File: config.mk
export PLATFORM = sky130hd
export DESIGN_NAME = shift_seq_ctrl_32
export DESIGN_NICKNAME = d
export VERILOG_FILES = /design/src/rtl/shift_seq_ctrl_32.sv
export SDC_FILE = /design/constraint.sdc
export NUM_CORES = 1
export LEC_CHECK = 0
export CAP_MARGIN = 15
export CORE_UTILIZATION = 50
export DETAILED_ROUTE_END_ITERATION = 7
export DONT_BUFFER_PORTS = 1
export PLACE_DENSITY = 0.69
export SYNTH_ARGS = -nofsm -noshare
export SYNTH_HDL_FRONTEND = slang
export SYNTH_SLANG_ARGS = --single-unit
File: constraint.sdc
create_clock -name CLK -period 5.7 [get_ports CLK]
set_clock_uncertainty 0.1 [all_clocks]
set_input_delay 1.71 -clock CLK [delete_from_list [all_inputs] [get_ports CLK]]
set_output_delay 1.71 -clock CLK [all_outputs]
set_load 0.01 [all_outputs]
File: src/rtl/shift_seq_ctrl_32.sv
// shift_seq_ctrl_32: multi-cycle logical shift sequencer feeding a 32-bit
// shift-by-2 stage. An odd amount costs one internal shift-by-1 step. Every
// remaining pair of bit positions costs one pass through the external stage.
module shift_seq_ctrl_32 #(
    parameter int WIDTH = 32,
    parameter int AMT_W = 5
) (
    input  logic             CLK,
    input  logic             RESET_N,
    input  logic             START,
    input  logic             DIR,
    input  logic [AMT_W-1:0] AMT,
    input  logic [WIDTH-1:0] DIN,
    output logic             BUSY,
    output logic             DONE,
    output logic [WIDTH-1:0] DOUT,
    output logic [WIDTH-1:0] ST_IN,
    input  logic [WIDTH-1:0] ST_OUT,
    output logic             L_SHIFT,
    output logic             NO_SHIFT,
    output logic             R_SHIFT
);

    localparam int PAIR_W = AMT_W - 1;

    typedef enum logic [1:0] {
        S_IDLE,
        S_ODD,
        S_STEP,
        S_FIN
    } state_e;

    state_e            state_q, state_d;
    logic [WIDTH-1:0]  work_q,  work_d;
    logic [WIDTH-1:0]  dout_q,  dout_d;
    logic [PAIR_W-1:0] pairs_q, pairs_d;
    logic              dir_q,   dir_d;

    // State and datapath registers. Everything clears asynchronously, so an
    // abandoned shift leaves no partial result behind.
    // NOTE: the result register is part of the reset set. DOUT must read 0
    // while reset is held, even in the middle of an operation.
    always_ff @(posedge CLK or negedge RESET_N) begin
        if (!RESET_N) begin
            state_q <= S_IDLE;
            work_q  <= '0;
            dout_q  <= '0;
            pairs_q <= '0;
            dir_q   <= 1'b0;
        end else begin
            // NOTE: non-blocking assignments make every register update from
            // the values present before the edge, whatever the statement order.
            state_q <= state_d;
            work_q  <= work_d;
            dout_q  <= dout_d;
            pairs_q <= pairs_d;
            dir_q   <= dir_d;
        end
    end

    // Sequencing and working-register update. The operand, amount and
    // direction are captured once in IDLE. After that, only the latched
    // copies are used.
    always_comb begin
        // NOTE: each variable gets a hold value before the case statement.
        // A branch that does not assign it therefore cannot infer a latch.
        state_d = state_q;
        work_d  = work_q;
        pairs_d = pairs_q;
        dir_d   = dir_q;
        unique case (state_q)
            S_IDLE: begin
                if (START) begin
                    work_d  = DIN;
                    pairs_d = AMT[AMT_W-1:1];
                    dir_d   = DIR;
                    if (AMT[0]) begin
                        state_d = S_ODD;
                    end else if (AMT[AMT_W-1:1] != '0) begin
                        state_d = S_STEP;
                    end else begin
                        state_d = S_FIN;
                    end
                end
            end
            S_ODD: begin
                work_d  = dir_q ? {work_q[WIDTH-2:0], 1'b0}
                                : {1'b0, work_q[WIDTH-1:1]};
                state_d = (pairs_q != '0) ? S_STEP : S_FIN;
            end
            S_STEP: begin
                work_d  = ST_OUT;
                pairs_d = pairs_q - PAIR_W'(1);
                if (pairs_q == PAIR_W'(1)) begin
                    state_d = S_FIN;
                end
            end
            S_FIN: begin
                state_d = S_IDLE;
            end
            default: begin
                state_d = S_IDLE;
            end
        endcase
    end

    // Result capture: DOUT takes the final working value on the edge that
    // enters FIN. It then holds that value until the next result.
    always_comb begin
        dout_d = dout_q;
        if ((state_d == S_FIN) && (state_q != S_FIN)) begin
            dout_d = work_d;
        end
    end

    // The stage controls come only from registered state, so the stage never
    // sees a glitch. Exactly one control is high in every state.
    assign L_SHIFT  = (state_q == S_STEP) &&  dir_q;
    assign R_SHIFT  = (state_q == S_STEP) && !dir_q;
    assign NO_SHIFT = (state_q != S_STEP);

    assign BUSY  = (state_q != S_IDLE);
    assign DONE  = (state_q == S_FIN);
    assign DOUT  = dout_q;
    assign ST_IN = work_q;

endmodule

# Yosys cells after proc, flatten, opt, wreduce, memory -nomap -nowiden
# Cells that the tools add are included.
# op_classes
n_lt_le_gt_ge,0
reduce_logical,11
n_bitwise,0
multipliers,0
div,0
muxes,11
shifts,0
addsub,1
n_eq_ne,8
# ops
op,n
one-hot mux 32 bit (3 select lines),1
2-to-1 mux 32 bit,2
one-hot mux 2 bit (4 select lines),1
one-hot mux 4 bit (2 select lines),1
nonzero test 4 bit,2
"== test 2 bit, second input constant",3
2-to-1 mux 2 bit,3
"inequality test 2 bit, second input constant",3
"== test 4 x 1 -> 1 bit, second input constant",1
2-to-1 mux 4 bit,1
AND reduction 2 bit,2
nonzero test 2 bit,2
"subtractor 4 x 1 -> 4 bit, second input constant",1
logical AND 1 bit,3
"== test 2 x 1 -> 1 bit, second input constant",1
zero test 2 bit,1
2-to-1 mux 1 bit,2
zero test 1 bit,1
# totals
register_bits,71
input_bits,73
elab_cells,36
memories,0
latch_bits,0
ramBits,0
romBits,0

# Longest topological paths before layout
# logic_depth
ltp_word,7
ltp_mapped,9
mapped_depth_nobuf,6

# Worst setup path before layout
# Ideal clock, no wire load.
# synth_path
path_type,register to output
start,register state_q[0]
end,output R_SHIFT
required_time_ps,3890
path_buffers,2
path_stages_with_launch,7
arrival_time_ps,1345
path_slack_ps,2545
path_cell_list,dfrtp_1 inv_1 ha_1 buf_4 clkbuf_1 inv_2 nor2_1
# synth_via
elab_chain_len,2
# synth_rtl
element,line_no,rtl
start: declaration,33,"state_e state_q, state_d;"
start signal: assignment,53,state_q <= state_d;
== test 2 bit,119,assign R_SHIFT = (state_q == S_STEP) && !dir_q;
logical AND 1 bit,119,
end: declaration,21,output logic R_SHIFT
# No other way between the ends.

# Worst setup path after layout
# Ends and elaborated chain as after synthesis.

==> qor_table.md <==
| Metric | Reported |
|:---|:---|
| Vias in the first global route | 2523 |
| VDD IR-drop max | 0.272 mV |
| Fraction of final layout cells with drive strength greater than 1 | 20.0% |
| Final worst-path setup slack | 1.91 ns |
| Minimum clock period | 3.79 ns |
| Final weighted congestion in routability-driven placement | 0.769 |
| Fill count | 636 |
| Starting utilization of the core area | 52.3% |
| Power, Total | 2.75 mW |
| Delay of the slowest cell on the worst path | 0.64 ns |
| Total wirelength of the detailed-routed design | 9.41 mm |
| Post-Synthesis Cells | 287 |
| Pin count of the biggest net entering global routing | 72 |
| Mean Syn Cell Area | 13.4 µm² |
| Library cell used as clock root buffer | sky130_fd_sc_hd__clkbuf_8 |
| Buffer count from post-CTS setup fixing | 0 |
| Area of all sequential standard cells | 0.00178 mm² |
| Final hold violations | 0 |
| Via count of the routed design | 2620 |
| Seq pwr share | 38.7% |
| Area of the mapped netlist | 0.00383 mm² |
| Number of resized instances in the post-cts repair step | 0 |
| Number of standard cells in the layout, taps in and fillers out | 379 |
| Maximum buffer depth of the clock tree | 2 |
| Number of buffers created by CTS | 9 |
| Unrepaired setup endpoints after global routing | false |
| Die span in y | 89.6 µm |
| Worst EP arrival | 1.98 ns |
| Detailed Routing Iterations Pass 1 | 6 |
| Transition time of the tightest slew-check pin | 0.907 ns |
| Final-stage net count | 356 |
| Worst min-delay path category | register to register |
| Count of unique library cells instantiated by Yosys | 40 |
| Cell area after layout | 0.00398 mm² |
| Global-route wire length before repair | 13.8 mm |
| Hold bufs inserted after CTS | 0 |
| Placed Area | 0.00380 mm² |
| Synth Net Count | 368 |
| Sum of negative setup slack | 0 ns |
| Crit path required time | 3.89 ns |
| Count of antenna-violating nets left after detailed routing | 0 |
| Antenna violations before repair | 0 |
| Leakage Power | 1.77 nW |
| Overall fraction of global-route tracks in use | 23.3% |
| Fraction of power spent switching nets | 43.2% |
| Comb power frac | 48.7% |
| Post-route DRC violation count | 0 |
| Clock latency of the later-clocked register in the worst-skew pair | 0.34 ns |
| Cell-internal power | 1.56 mW |
| Share of the cycle needed by the critical path after routing | 66.5% |
| Total power per unit cell area | 691 mW/mm² |
| CP max-delay cell | sky130_fd_sc_hd__ha_1 |
| Clock tree from TritonCTS | yes |
| Net switching power | 1.19 mW |
| Final number of max-transition violations | 0 |
| Number of violations reported at the end of detailed-routing iteration 0 | 228 |
| Peak fanout along the critical path | 20 |
| Crit path cell chain | inv_1 > ha_1 > inv_2 > nor2_1 |
| FFs w/ async S/R, synth | 100% |
| Estimated wirelength of the detail-placed design | 6.24 mm |
| Fraction of power consumed by the clock network | 12.7% |
| Timing-limited maximum frequency | 264 MHz |
| Area used by multi-input combinational logic | 0.00183 mm² |
| Register area share after synthesis | 46.4% |
| Count of endpoints failing setup in the final report | 0 |
| CORE AREA | 0.00733 mm² |
| Worst slew slack as a fraction of its limit | 39.4% |
| Number of synthesized register bits | 71 |
| Boundary Pins | 142 |
| Area Growth Syn to Fin | 3.75% |
| Inserted Diodes | 0 |
| EDFF count, synth | 0 |
| Total die area | 0.00802 mm² |
| Die width | 89.6 µm |
| Overall overflow remaining after global route | 0 |
| Sort of element at the start of the critical path | register |
| Count of input and output buffers | 0 |
| Reported max-cap violation count | 0 |
| Number of clock sinks seen by CTS | 71 |
| Placed cells | 363 |
| Via density per instance | 6.91 |
| Register clock-pin slew on the reported worst setup and hold paths | 0.08 ns |
| Warnings from Yosys | 0 |
| H-tree levels | 3 |
| Most instantiated flip-flop cell in the synthesis netlist | sky130_fd_sc_hd__dfrtp_1 |
| Post-Place Setup Slack | 1.83 ns |
| Worst setup path category | register to primary output |
| Status | completed |
| Standard-cell rows | 31 |
| Category of the worst setup path capture point | primary output |
| DR WL/cell | 24.8 µm |
==> worst max-delay path: cells and delay by family (launching register included) <==
kind,cells,cell delay (ns)
adder cells (fa/ha/maj),1,0.64
AND/OR/NAND/NOR,1,0.23
buffers and inverters,2,0.34
flip-flops,1,0.45
==> flip-flops by register name (all words and copies together), names as in the netlist <==
register	count
ST_IN	32
dir_q	1
DOUT	32
pairs_q	4
state_q	2
==> routing by layer <==
metal,global-route usage [%],share of wire (%)
met1,31.4,42
met2,36.6,48
met4,7.94,1.4
met3,6.09,8.7
met5,0,0
==> layout make-up <==
cell class                 instances  share of cell area [%]
clock inverter                     7                    1.20
multi-input combinational        179                    46.0
tap                               99                    3.12
clock buffer                       9                    3.12
timing repair buffer               6                    1.13
inverter                           8                   0.755
sequential                        71                    44.7
==> cell usage in the layout, fill, tap and decap left out, drive strengths merged, types with 2 or more instances in the layout <==
cell type   n
a221oi      2
nor2        3
and2        2
clkbuf      9
a22o        2
clkinv      4
nand3b      2
a222oi     30
o2bb2ai    32
clkinvlp    2
buf         6
nor3b       2
nor4bb      2
a21oi       3
o21ai       6
dfrtp      71
nand2       3
ha          8
nand2b      6
mux2       63
inv         9
==> power groups by stage <==
stage | registers, mW | clock network (mW) | logic (mW)
finish | 1.06 | 0.348 | 1.34
global route | 1.10 | 0.376 | 1.46
CTS | 1.06 | 0.358 | 1.33
detailed placement | 1.07 | 0 | 1.33
global placement | 1.07 | 0 | 1.29
floorplan | 0.980 | 0 | 1.18
==> stage by stage <==
stage	hold WS, ns	util (%)
floorplan	0.372	-
global placement	0.398	51.9
detailed placement	0.390	51.9
CTS	0.408	54.2
global route	0.442	54.2
finish	0.407	54.2
==> synth_stat cells, types with 2 or more instances <==
cell type / number / share of area, %
sky130_fd_sc_hd__nand2_1: 3 / 0.29
sky130_fd_sc_hd__o21ai_1: 2 / 0.26
sky130_fd_sc_hd__nand3b_1: 2 / 0.39
sky130_fd_sc_hd__a222oi_1: 30 / 7.8
sky130_fd_sc_hd__nor2_1: 3 / 0.29
sky130_fd_sc_hd__nor3b_1: 2 / 0.39
sky130_fd_sc_hd__buf_4: 2 / 0.39
sky130_fd_sc_hd__nand2b_1: 6 / 0.98
sky130_fd_sc_hd__mux2_4: 30 / 12
sky130_fd_sc_hd__and2_1: 2 / 0.33
sky130_fd_sc_hd__ha_1: 8 / 2.6
sky130_fd_sc_hd__dfrtp_1: 71 / 46
sky130_fd_sc_hd__nor4bb_1: 2 / 0.52
sky130_fd_sc_hd__buf_6: 5 / 1.5
sky130_fd_sc_hd__a221oi_1: 2 / 0.46
sky130_fd_sc_hd__a21oi_1: 3 / 0.39
sky130_fd_sc_hd__mux2_1: 32 / 9.4
sky130_fd_sc_hd__buf_12: 3 / 1.6
sky130_fd_sc_hd__buf_1: 2 / 0.20
sky130_fd_sc_hd__a22o_1: 2 / 0.46
sky130_fd_sc_hd__o21ai_0: 4 / 0.52
sky130_fd_sc_hd__clkbuf_1: 9 / 0.88
sky130_fd_sc_hd__inv_1: 7 / 0.69
sky130_fd_sc_hd__buf_2: 8 / 1.0
sky130_fd_sc_hd__o2bb2ai_1: 32 / 7.3
==> cells by family after synthesis <==
family | Yosys count | share of synthesized area [%]
buffers and inverters | 37 | 6.33
muxes | 64 | 21.7
DFF | 71 | 46.4
and+or+nand+nor | 27 | 4.47
AOI/OAI and AO/OA | 80 | 18.5
adders and majority gates | 8 | 2.61
==> path summary, 6_finish.rpt <==
check                            from         end  slack (ns)  cells past startpoint
setup reg to reg           state_q[0]    DOUT[23]        2.25                      6
hold reg to reg            pairs_q[1]  pairs_q[1]        0.41                      2
max in group asynchronous     RESET_N  pairs_q[0]        4.40                      0
min in group asynchronous     RESET_N    ST_IN[7]        0.96                      0
setup / recovery           state_q[0]     R_SHIFT        1.91                      4
hold / removal             pairs_q[1]  pairs_q[1]        0.41                      2
(Power assumes the default switching activity.)
